==> config.mk <==
export PLATFORM = sky130hd
export DESIGN_NAME = scan_receiver
export DESIGN_NICKNAME = d
export VERILOG_FILES = /design/src/rtl/scan_pkg.sv /design/src/rtl/scan_receiver_rx_buffer.sv /design/src/rtl/scan_receiver.sv
export SDC_FILE = /design/constraint.sdc
export NUM_CORES = 1
export LEC_CHECK = 0
export BUFFER_PORTS_ARGS = -buffer_cell sky130_fd_sc_hd__buf_4
export CAP_MARGIN = 20
export CORE_MARGIN = 2
export CORE_UTILIZATION = 56
export CTS_CLUSTER_SIZE = 28
export DETAILED_ROUTE_END_ITERATION = 10
export PLACE_DENSITY = 0.76
export REMOVE_ABC_BUFFERS = 1
export SYNTH_ARGS = -nofsm -noshare
export SYNTH_HDL_FRONTEND = slang
export SYNTH_HIERARCHICAL = 1
export SYNTH_SLANG_ARGS = --single-unit
==> constraint.sdc <==
create_clock -name clk -period 2 [get_ports clk]
set_input_delay 0.2 -clock clk [delete_from_list [all_inputs] [get_ports clk]]
set_output_delay 0.2 -clock clk [all_outputs]
set_load 0.02 [all_outputs]
==> src/rtl/scan_pkg.sv <==
// Command codes and FSM state encoding shared between the scanner and its receiver.
package scan_pkg;

  localparam logic [1:0] CMD_NONE = 2'b00;
  localparam logic [1:0] CMD_SCAN = 2'b01;
  localparam logic [1:0] CMD_XFER = 2'b10;

  localparam logic [2:0] ST_IDLE     = 3'd0;
  localparam logic [2:0] ST_REQ      = 3'd1;
  localparam logic [2:0] ST_WAIT_RDY = 3'd2;
  localparam logic [2:0] ST_XFER_REQ = 3'd3;
  localparam logic [2:0] ST_RECEIVE  = 3'd4;
  localparam logic [2:0] ST_DONE     = 3'd5;
  localparam logic [2:0] ST_ERR      = 3'd6;

endpackage

==> src/rtl/scan_receiver_rx_buffer.sv <==
// Frame byte store: one write port, registered read port, synchronous clear.
module rx_buffer #(
  parameter int NUM_BYTES = 10,
  parameter int ADDR_W    = 4
) (
  input  logic              clk,
  input  logic              clear,
  input  logic              wrEn,
  input  logic [ADDR_W-1:0] wrAddr,
  input  logic [7:0]        wrData,
  input  logic [ADDR_W-1:0] rdAddr,
  output logic [7:0]        rdData
);

  logic [7:0] mem [NUM_BYTES];
  logic [7:0] readByte;

  // Per-entry registers so the whole store can be cleared in one cycle.
  genvar gi;
  generate
    for (gi = 0; gi < NUM_BYTES; gi++) begin : gEntry
      always_ff @(posedge clk) begin
        if (clear) begin
          mem[gi] <= 8'h00;
        end else if (wrEn && (wrAddr == ADDR_W'(gi))) begin
          mem[gi] <= wrData;
        end
      end
    end
  endgenerate

  // Addresses past the last entry fall through to zero.
  always_comb begin
    readByte = 8'h00;
    for (int i = 0; i < NUM_BYTES; i++) begin
      if (rdAddr == ADDR_W'(i)) readByte = mem[i];
    end
  end

  always_ff @(posedge clk) begin
    if (clear) begin
      rdData <= 8'h00;
    end else begin
      rdData <= readByte;
    end
  end

endmodule

==> src/rtl/scan_receiver.sv <==
// Issues scan/transfer commands to the scanner and deserialises its returned frame
// into a host-readable byte buffer.
module scan_receiver
  import scan_pkg::*;
#(
  parameter int NUM_BYTES = 10,
  parameter int ADDR_W    = 4,
  parameter int TIMEOUT   = 255
) (
  input  logic              clk,
  input  logic              rst,
  input  logic              start,
  output logic [1:0]        cmd,
  input  logic              scanReady,
  input  logic              scanStrobe,
  input  logic              scanData,
  input  logic [ADDR_W-1:0] rdAddr,
  output logic [7:0]        rdData,
  output logic              busy,
  output logic              done,
  output logic              error
);

  logic [2:0]        state;
  logic [2:0]        stateNext;
  logic [2:0]        bitCnt;
  logic [ADDR_W-1:0] byteCnt;
  logic [7:0]        tmoCnt;
  logic [7:0]        shiftReg;
  logic [7:0]        assembled;
  logic              errorReg;
  logic              accept;
  logic              captureBit;
  logic              byteDone;
  logic              lastByte;
  logic              tmoHit;
  logic              timedState;

  assign accept     = (state == ST_IDLE) && start;
  assign captureBit = scanStrobe && ((state == ST_XFER_REQ) || (state == ST_RECEIVE));
  assign byteDone   = captureBit && (bitCnt == 3'd7);
  assign lastByte   = (byteCnt == ADDR_W'(NUM_BYTES - 1));
  // The counter would reach TIMEOUT on this edge.
  assign tmoHit     = (tmoCnt == 8'(TIMEOUT - 1));
  assign timedState = (state == ST_WAIT_RDY) || (state == ST_XFER_REQ) || (state == ST_RECEIVE);

  always_comb begin
    assembled = shiftReg;
    assembled[bitCnt] = scanData;
  end

  always_comb begin
    stateNext = state;
    case (state)
      ST_IDLE:     if (start) stateNext = ST_REQ;
      ST_REQ:      stateNext = ST_WAIT_RDY;
      ST_WAIT_RDY: begin
        if (scanReady)   stateNext = ST_XFER_REQ;
        else if (tmoHit) stateNext = ST_ERR;
      end
      ST_XFER_REQ: begin
        if (scanStrobe)  stateNext = ST_RECEIVE;
        else if (tmoHit) stateNext = ST_ERR;
      end
      ST_RECEIVE: begin
        if (byteDone && lastByte)     stateNext = ST_DONE;
        else if (!scanStrobe && tmoHit) stateNext = ST_ERR;
      end
      ST_DONE:     stateNext = ST_IDLE;
      ST_ERR:      stateNext = ST_IDLE;
      default:     stateNext = ST_IDLE;
    endcase
  end

  always_ff @(posedge clk) begin
    if (!rst) begin
      state    <= ST_IDLE;
      bitCnt   <= 3'd0;
      byteCnt  <= '0;
      tmoCnt   <= 8'd0;
      shiftReg <= 8'h00;
      errorReg <= 1'b0;
    end else begin
      state <= stateNext;

      if ((stateNext != state) || captureBit || !timedState) begin
        tmoCnt <= 8'd0;
      end else begin
        tmoCnt <= tmoCnt + 8'd1;
      end

      if (accept) begin
        errorReg <= 1'b0;
      end else if (stateNext == ST_ERR) begin
        errorReg <= 1'b1;
      end

      if (accept) begin
        bitCnt  <= 3'd0;
        byteCnt <= '0;
      end else if (captureBit) begin
        shiftReg <= assembled;
        bitCnt   <= bitCnt + 3'd1;
        if (byteDone) byteCnt <= byteCnt + ADDR_W'(1);
      end
    end
  end

  rx_buffer #(
    .NUM_BYTES(NUM_BYTES),
    .ADDR_W   (ADDR_W)
  ) uBuffer (
    .clk   (clk),
    .clear (!rst),
    .wrEn  (byteDone),
    .wrAddr(byteCnt),
    .wrData(assembled),
    .rdAddr(rdAddr),
    .rdData(rdData)
  );

  assign cmd   = (state == ST_REQ)      ? CMD_SCAN :
                 (state == ST_XFER_REQ) ? CMD_XFER : CMD_NONE;
  assign busy  = (state != ST_IDLE);
  assign done  = (state == ST_DONE);
  assign error = errorReg;

endmodule

==> key figures, run 1 <==
Global routing
  – Largest net degree at the start of global routing: 28
  – All-layer global routing usage: 23.0%
  – First-pass GRT wire length: 19000 um
  – Grt ovf: 0
  – Vias in the first global route: 3715
  – Initial antenna violation count: 0

Layout
  – Fraction of layout cells with a size suffix above 1: 19.9%
  – Fin nets: 542
  – Core Util, Final: 68.1%
  – Final instance area: 6630 um^2
  – Ant diodes: 0
  – Area grow syn2layout: 18.1%

Place
  – Port Buffer Count: 22
  – Placed wire-length estimate: 7940 um
  – RePlAce Congestion: 0.875
  – Post-DP Area: 5950 um^2

Logic synthesis
  – Asr flop ratio synth: 0%
  – Primary FF master, synth: edfxtp_1
  – Post-synth EDFFs: 80
  – Ys Warns: 6
  – Avg Synthesized Cell Area: 11.5 um^2
  – Register area share after synthesis: 55.3%
  – Syn Std Cell Area: 5610 um^2
  – Synth Register Bits: 115
  – Mapped Cells: 486
  – Yosys cell types: 61

Status
  – Outcome: completed

Power and ir drop
  – Sequential share of power: 44.1%
  – Total power: 0.00605 W
  – Switching Share: 22.8%
  – PD cells: 913 nW/um^2
  – Max VDD drop: 0.574 mV
  – Lkg Pwr: 2.44 nW
  – Logic pwr share: 5.7%
  – Internal: 0.00467 W
  – Net Sw Power: 0.00138 W
  – Clock power frac: 50.2%

Floorplanning
  – Die H: 104 um
  – Row cnt: 36
  – Initial Util: 57.7%
  – Die ar.: 10800 um^2
  – I/O pins: 23
  – Core area: 9730 um^2
  – Chip Width: 104 um

Worst setup path
  – Crit path arrival time: 2160 ps
  – CP endpoint: uBuffer/mem[4][6]
  – Worst Setup SP: bitCnt[0]
  – Worst-path maximum fanout: 8
  – Internal reg-to-reg setup slack: 110 ps
  – Crit. End Element: register
  – Crit Path Category: reg2reg
  – Req. time, crit path: 2270 ps
  – Reg2reg path depth: 9
  – Worst r2r dst: uBuffer/mem[4][6]
  – Reg2reg start: bitCnt[0]
  – Critical Path Start Type: register

STA
  – Setup_tns: 0 ps
  – Relative slew slack: 64.7%
  – Fin. Hold Viols: 0
  – Max Freq: 530 MHz
  – Layout Skew: 6.76 ps
  – Max Slew Vio Count: 0
  – Tmin final: 1890 ps
  – Hold Slack: 12.4 ps
  – Final period util: 94.3%
  – Worst-margin pin slew: 526 ps
  – Final setup violation count: 0

Clock tree
  – CTS clk-pin slew, worst paths: 60 ps
  – CTS Buf Count: 17
  – Worst skew pair latency: 520 ps
  – Max Buffers Root-to-Sink: 2
  – H-tree lvl count: 4
  – CTS tree: built
  – Root buf cell: clkbuf_8
  – Clock sink total: 115

Route
  – Post-route DRC: 0
  – DRT iter0 DRCs: 215
  – Vias/cell: 5.73
  – Antenna viol nets, final: 0
  – WL final: 12100 um
  – Via count: 3849
  – First-pass DRT Iterations: 5
  – Drt wl/cell: 18.0 um

Hold path
  – Hold WC Path Type: in2reg

Flow run
  – Max cap viols: 0
## logic make-up after synthesis
| kind of cell | synth area share (%) |
|---|---|
| and+or+nand+nor | 22.0 |
| DFF | 55.3 |
| muxes | 5.35 |
| adders and majority gates | 1.34 |
| buffers and inverters | 3.59 |
| xor gates and xnor gates | 1.56 |
| AOI/OAI and AO/OA | 10.9 |
## cells in the final DEF, fill, tap and decap left out, drive strengths merged, types with 9 or more instances in the layout
| cell | instances |
|---|---|
| a211oi | 19 |
| a21oi | 15 |
| and2 | 80 |
| buf | 46 |
| clkbuf | 17 |
| clkinv | 9 |
| dfxtp | 35 |
| edfxtp | 80 |
| inv | 10 |
| mux2i | 21 |
| nand2 | 18 |
| nor2 | 45 |
| nor2b | 14 |
| o21ai | 9 |
| o21bai | 10 |
| o2bb2ai | 10 |
## final cells by class
cell class / instances / area [um^2]
flip-flops and latches: 115 / 3100
repair buffers: 47 / 355
fillers: 715 / 3100
clock buffers: 17 / 414
inverters: 10 / 37.5
multi-input cells: 335 / 2370
well taps: 133 / 166
clock inverters: 15 / 183
## metal layers
metal  part of all wire [%]  wire length (um)  GRT usage [%]
met5                      0                 0              0
met4                    3.8               456           11.5
met3                    4.8               584           6.64
met2                     49              5900           37.2
met1                     43              5170           28.4
## stage by stage
step,instances,setup slack (ps)
floorplan,460,-195
global placement,638,103
detailed placement,638,16.3
CTS,671,7.14
global route,672,-6.38
finish,672,115
## worst max-delay path: stages (launching register included)
cell      delay (ps)
dfxtp_1          310
ha_1             200
ha_1             190
o211ai_1         130
inv_2            100
nor2b_2          190
nand2_2          130
nor2_1            60
buf_4            160
and2_1           160
## power by group through the flow
| stage | clock network [W] | logic, W | registers [W] |
|---|---|---|---|
| 2_1_floorplan | 0 | 0.000167 | 0.00273 |
| 3_3_place_gp | 0 | 0.000334 | 0.00271 |
| 3_5_place_dp | 0 | 0.000341 | 0.00272 |
| 4_1_cts | 0.00305 | 0.000344 | 0.00267 |
| 5_1_grt | 0.00318 | 0.000373 | 0.00268 |
| 6_report | 0.00304 | 0.000347 | 0.00267 |
## worst min-delay path by stage
stage / endpoint / cells after the start / start / slack (ps)
5_1_grt: state[2] / 4 / scanReady / 10
3_5_place_dp: shiftReg[3] / 2 / shiftReg[3] / 480
2_1_floorplan: uBuffer/rdData[6] / 2 / rdAddr[2] / 340
4_1_cts: state[2] / 4 / scanReady / 8
6_report: state[2] / 4 / scanReady / 10
3_3_place_gp: shiftReg[7] / 2 / shiftReg[7] / 470
## state kept, by name (all words and copies together), names as in the netlist
| register | count |
|---|---|
| state | 3 |
| error | 1 |
| uBuffer/mem | 80 |
| uBuffer/rdData | 8 |
| shiftReg | 8 |
| byteCnt | 4 |
| bitCnt | 3 |
| tmoCnt | 8 |
## timing repair
item                                   CTS  global route
setup buffers                            0             1
setup endpoints to repair               17            88
gates resized for setup                  3            15
pin swaps                                0             1
endpoints found under the hold margin    1             0
hold buffers                             1             0
## synthesized netlist by cell type, types with 4 or more instances
master	count	area, um^2
o2bb2ai_1	10	87.6
mux2_2	6	67.6
and2_1	80	500
nor2b_1	14	87.6
nand3_1	4	20.0
xor2_1	8	70.1
nor3_1	5	25.0
o21bai_1	10	75.1
buf_2	10	50.1
nor2_1	44	165
clkbuf_1	7	26.3
and3b_1	8	70.1
buf_4	4	30.0
nand2_1	18	67.6
edfxtp_1	80	2400
ha_1	6	75.1
and3_1	4	25.0
a21oi_1	15	75.1
nand2b_1	4	25.0
dfxtp_1	35	701
nor3b_1	5	37.5
inv_1	7	26.3
mux2i_1	21	210
o21ai_0	9	45.0
a211oi_1	19	143
Power figures use the tool's default switching activity.
==> inputs of run 2 (changes only) <==
--- a/config.mk
+++ b/config.mk
@@ -11,7 +11,7 @@
 export CORE_UTILIZATION = 56
 export CTS_CLUSTER_SIZE = 28
 export DETAILED_ROUTE_END_ITERATION = 10
-export PLACE_DENSITY = 0.76
+export PLACE_DENSITY = 0.78
 export REMOVE_ABC_BUFFERS = 1
 export SYNTH_ARGS = -nofsm -noshare
 export SYNTH_HDL_FRONTEND = slang
==> key figures, run 2 (synthesis gave the netlist of run 1 again) <==
Route
  – Top layer in use: met4
  – Post-route DRC: 0
  – WL final: 11800 um
  – Met3 WL: 717 um
  – Routed wl met2: 5830 um
  – Via count: 3835
  – Drt wl/cell: 17.6 um
  – First-pass DRT Iterations: 5
  – Met1 WL: 4940 um
  – Antenna viol nets, final: 0
  – Vias/cell: 5.71
  – DRT iter0 DRCs: 196

Hold path
  – Hold WC Path Type: in2reg

Layout
  – Area of the multi-input gates: 2380 um^2
  – Area grow syn2layout: 18.2%
  – Max FFs per register: 80
  – FF/Latch Area: 3100 um^2
  – Ant diodes: 0
  – Final instance area: 6630 um^2
  – Reg with most FFs: uBuffer/mem
  – Highest-count cells in the layout ignoring fill and taps: and2_1 (80), edfxtp_1 (80), buf_4 (45)
  – Fraction of layout cells with a size suffix above 1: 19.5%
  – Fin nets: 542
  – Final-layout fill cell count: 702

Worst setup path
  – Worst-path cell chain: and3b_1, o211ai_1, inv_2, nor2b_4, nand2_4, nor2_1, buf_4, and2_1
  – Crit. End Element: register
  – Crit Path Category: reg2reg
  – Worst-path maximum fanout: 8
  – Internal reg-to-reg setup slack: 140 ps
  – Req. time, crit path: 2270 ps
  – CP peak stage delay: 390 ps
  – Critical Path Start Type: register
  – Critical Path Slowest Stage Cell: dfxtp_1
  – Crit path arrival time: 2130 ps

Floorplanning
  – Initial Util: 57.7%
  – I/O pins: 23
  – Row cnt: 36
  – Die ar.: 10800 um^2
  – Core area: 9730 um^2
  – Die H: 104 um
  – Chip Width: 104 um

Clock tree
  – CTS Buf Count: 17
  – CTS clk-pin slew, worst paths: 60 ps
  – CTS tree: built
  – H-tree lvl count: 4
  – Worst skew pair latency: 520 ps
  – Root buf cell: clkbuf_8
  – Max Buffers Root-to-Sink: 2
  – Clock sink total: 115

STA
  – Layout Skew: 9.12 ps
  – RSZ-0062 raised after global routing: false
  – Setup_tns: 0 ps
  – Tmin final: 1860 ps
  – Max Freq: 538 MHz
  – Relative slew slack: 60.2%
  – Worst-margin pin slew: 590 ps
  – Final setup violation count: 0
  – Final period util: 93.0%
  – Max Slew Vio Count: 0
  – Fin. Hold Viols: 0

Place
  – RePlAce Congestion: 0.934
  – Post-DP Area: 5950 um^2
  – Port Buffer Count: 22
  – Placed wire-length estimate: 8030 um

Flow run
  – Max cap viols: 0

Power and ir drop
  – Lkg Pwr: 2.46 nW
  – PD cells: 890 nW/um^2
  – Max VDD drop: 0.522 mV

Status
  – Outcome: completed

Global routing
  – Largest net degree at the start of global routing: 28
  – Initial antenna violation count: 0
  – Grt ovf: 0
  – All-layer global routing usage: 23.1%
  – First-pass GRT wire length: 19100 um
  – Vias in the first global route: 3815
-- run 2: changes by cell type in the layout (fill, tap and decap cells not counted), moves of 2 or more --
cell | previous run | this run
inv_6 | 2 | 0
clkbuf_1 | 0 | 2
clkbuf_16 | 16 | 20
clkinvlp_4 | 3 | 0
bufinv_16 | 3 | 0
inv_4 | 0 | 2
clkinv_2 | 1 | 3
-- run 2: layout make-up --
cell class	count	area share (%)
multi-input combinational	335	35.9
tap	133	2.51
sequential	115	46.8
clock inverter	9	0.943
clock buffer	23	7.87
inverter	10	0.566
timing repair buffer	47	5.40
-- run 2: worst max-delay path: cells and delay by family, from the launching register on --
kind	cells	cell delay (ps)
AO/OA/AOI/OAI	1	250
buffers and inverters	2	260
flip-flops	1	390
AND/OR/NAND/NOR	5	710
-- run 2: stage by stage --
step	instances	worst slack [ps]	util [%]	total power, W	hold slack [ps]
floorplan	460	-195	-	0.00290	344
global placement	638	80.1	61.2	0.00305	466
detailed placement	638	44.2	61.2	0.00306	486
CTS	672	46.7	67.4	0.00594	12.6
global route	672	37.9	68.2	0.00608	27.3
finish	672	140	68.2	0.00591	41.3
-- run 2: routing by layer --
metal / GRT usage, % / vias to the layer above
met2: 38.3 / 138
met3: 6.89 / 27
li1: - / 1833
met1: 28.0 / 1837
met4: 10.3 / 0
met5: 0 / -
-- run 2: what timing repair did --
item	in CTS	in global routing
endpoints found under the setup margin	4	80
hold buffers	2	0
endpoints found under the hold margin	3	0
resized for setup	1	20
buffers inserted	0	0
pin swaps	0	1
-- run 2: worst paths after layout --
check	from	to	cells after the start
max	state[2]	uBuffer/mem[4][5]	8
min	scanStrobe	state[1]	4
max reg2reg	state[2]	uBuffer/mem[4][5]	8
min reg2reg	shiftReg[7]	shiftReg[7]	2
-- run 2: power breakdown --
group	internal, W	switching [W]
Sequential	0.00264	0.0000352
Combinational	0.000137	0.000211
Clock	0.00182	0.00107
==> inputs of run 3 (changes only) <==
--- a/config.mk
+++ b/config.mk
@@ -8,10 +8,10 @@
 export BUFFER_PORTS_ARGS = -buffer_cell sky130_fd_sc_hd__buf_4
 export CAP_MARGIN = 20
 export CORE_MARGIN = 2
-export CORE_UTILIZATION = 56
+export CORE_UTILIZATION = 45
 export CTS_CLUSTER_SIZE = 28
 export DETAILED_ROUTE_END_ITERATION = 10
-export PLACE_DENSITY = 0.78
+export PLACE_DENSITY = 0.66
 export REMOVE_ABC_BUFFERS = 1
 export SYNTH_ARGS = -nofsm -noshare
 export SYNTH_HDL_FRONTEND = slang
==> key figures, run 3 (synthesis gave the netlist of run 1 again) <==
Route
  – Antenna viol nets, final: 0
  – Met3 WL: 505 um
  – Vias/cell: 5.23
  – WL final: 11700 um
  – Top layer in use: met4
  – Drt wl/cell: 16.6 um
  – DRT iter0 DRCs: 217
  – Routed wl met2: 5560 um
  – Post-route DRC: 0
  – Via count: 3679
  – Met1 WL: 5360 um
  – First-pass DRT Iterations: 4

Power and ir drop
  – PD cells: 941 nW/um^2
  – Max VDD drop: 0.618 mV
  – Sequential share of power: 42.6%
  – Switching Share: 19.7%
  – Clock power frac: 51.8%
  – Net Sw Power: 0.00123 W
  – Internal: 0.00503 W
  – Lkg Pwr: 2.45 nW
  – Logic pwr share: 5.5%

Floorplanning
  – Die H: 116 um
  – Row cnt: 40
  – Core area: 12100 um^2
  – Initial Util: 46.3%
  – Die ar.: 13400 um^2
  – Chip Width: 116 um
  – I/O pins: 23

Global routing
  – First-pass GRT wire length: 19000 um
  – All-layer global routing usage: 19.2%
  – Vias in the first global route: 3695
  – Largest net degree at the start of global routing: 28
  – Grt ovf: 0
  – Initial antenna violation count: 0

Worst setup path
  – CP peak stage delay: 330 ps
  – Critical Path Slowest Stage Cell: dfxtp_1
  – Crit path arrival time: 2150 ps
  – Req. time, crit path: 2270 ps
  – Critical Path Start Type: register
  – Crit. End Element: register
  – Most used cell, CP: ha_1
  – Crit Path Category: reg2reg
  – Worst-path cell chain: ha_1, ha_1, o211ai_1, inv_2, nor2b_1, nand2_1, nor2_2, and2_1
  – Worst-path maximum fanout: 8

Status
  – Outcome: completed

STA
  – Final period util: 94.0%
  – Worst-margin pin slew: 616 ps
  – Relative slew slack: 58.4%
  – Tmin final: 1880 ps
  – Fin. Hold Viols: 0
  – Layout Skew: 5.31 ps
  – Max Freq: 532 MHz
  – Max Slew Vio Count: 0
  – RSZ-0062 raised after global routing: true
  – Final setup violation count: 0

Layout
  – Ant diodes: 0
  – Fin nets: 539
  – Finished Layout Cells: 704
  – Final-layout fill cell count: 1070
  – Fraction of layout cells with a size suffix above 1: 18.7%
  – Max FFs per register: 80
  – Core Util, Final: 55.0%
  – Area grow syn2layout: 18.7%
  – Reg with most FFs: uBuffer/mem
  – Highest-count cells in the layout ignoring fill and taps: and2_1 (80), edfxtp_1 (80), buf_4 (44)

Hold path
  – Hold WC Path Type: in2reg

Clock tree
  – Max Buffers Root-to-Sink: 2
  – CTS Buf Count: 17
  – Setup Fix Bufs, Post-CTS: 0
  – Worst skew pair latency: 410 ps
  – CTS tree: built
  – CTS clk-pin slew, worst paths: 50 ps
  – Clock sink total: 115
  – Root buf cell: clkbuf_16
  – H-tree lvl count: 4

Place
  – Placed insts: 672
  – Placed wire-length estimate: 8020 um
  – Port Buffer Count: 22
  – RePlAce Congestion: 0.804

Flow run
  – Max cap viols: 0
-- run 3: cell count changes in the layout (fill, tap and decap cells not counted), moves of 2 or more --
cell           previous run  this run
bufinv_16                 0         5
clkbuf_16                20        17
clkinv_1                  2         4
clkinv_4                  4         1
dlygate4sd3_1             2         0
inv_4                     2         0
nand2_1                  16        18
nor2_2                    3        10
nor2_4                    7         1
-- run 3: timing repair --
action,CTS,global route
hold buffers,0,0
setup endpoints to repair,0,80
gates resized for setup,0,11
-- run 3: worst paths after layout --
check         startpoint                 to  slack, ps  cells after the start
max reg2reg    bitCnt[0]  uBuffer/mem[0][2]        120                      8
max            bitCnt[0]  uBuffer/mem[0][2]        120                      8
min reg2reg  shiftReg[6]        shiftReg[6]        490                      2
min                  rst              error         90                      2
-- run 3: critical path: cells and delay by family, from the launching register on --
kind	cells	cell delay (ps)
buf+inv	1	80
flops	1	330
fa+ha+maj	2	320
simple gates	4	880
compound gates	1	130
-- run 3: per-layer routing --
metal / up-vias / global-route usage (%)
met5: - / 0
met4: 0 / 8.65
met3: 16 / 5.96
met2: 85 / 30.6
met1: 1750 / 24.0
li1: 1828 / -
-- run 3: area by class of cell --
cell class | instances | area [um^2] | share of cell area (%)
Timing Repair Buffer | 44 | 330 | 4.96
Sequential cell | 115 | 3100 | 46.6
Multi-Input combinational cell | 335 | 2340 | 35.1
Clock buffer | 21 | 460 | 6.91
Inverter | 10 | 37.5 | 0.563
Tap cell | 168 | 210 | 3.16
Clock inverter | 11 | 181 | 2.72
-- run 3: stage by stage --
| step | setup WS, ps | hold slack [ps] | instance area (um^2) | setup TNS (ps) | total power, W |
|---|---|---|---|---|---|
| global route | -92.7 | 93.7 | 6660 | -2530 | 0.00646 |
| CTS | 6.29 | 74.8 | 6630 | 0 | 0.00632 |
| finish | 120 | 90.2 | 6660 | 0 | 0.00627 |
| floorplan | -195 | 344 | 5450 | -19360 | 0.00290 |
| global placement | 88.9 | 468 | 5990 | 0 | 0.00306 |
| detailed placement | 40.2 | 479 | 5990 | 0 | 0.00306 |
-- run 3: power groups by stage --
| stage | combinational, W | clock [W] | sequential [W] |
|---|---|---|---|
| finish | 0.000346 | 0.00325 | 0.00267 |
| global route | 0.000376 | 0.00341 | 0.00268 |
| CTS | 0.000346 | 0.00330 | 0.00267 |
| detailed placement | 0.000345 | 0 | 0.00272 |
| global placement | 0.000341 | 0 | 0.00271 |
| floorplan | 0.000167 | 0 | 0.00273 |
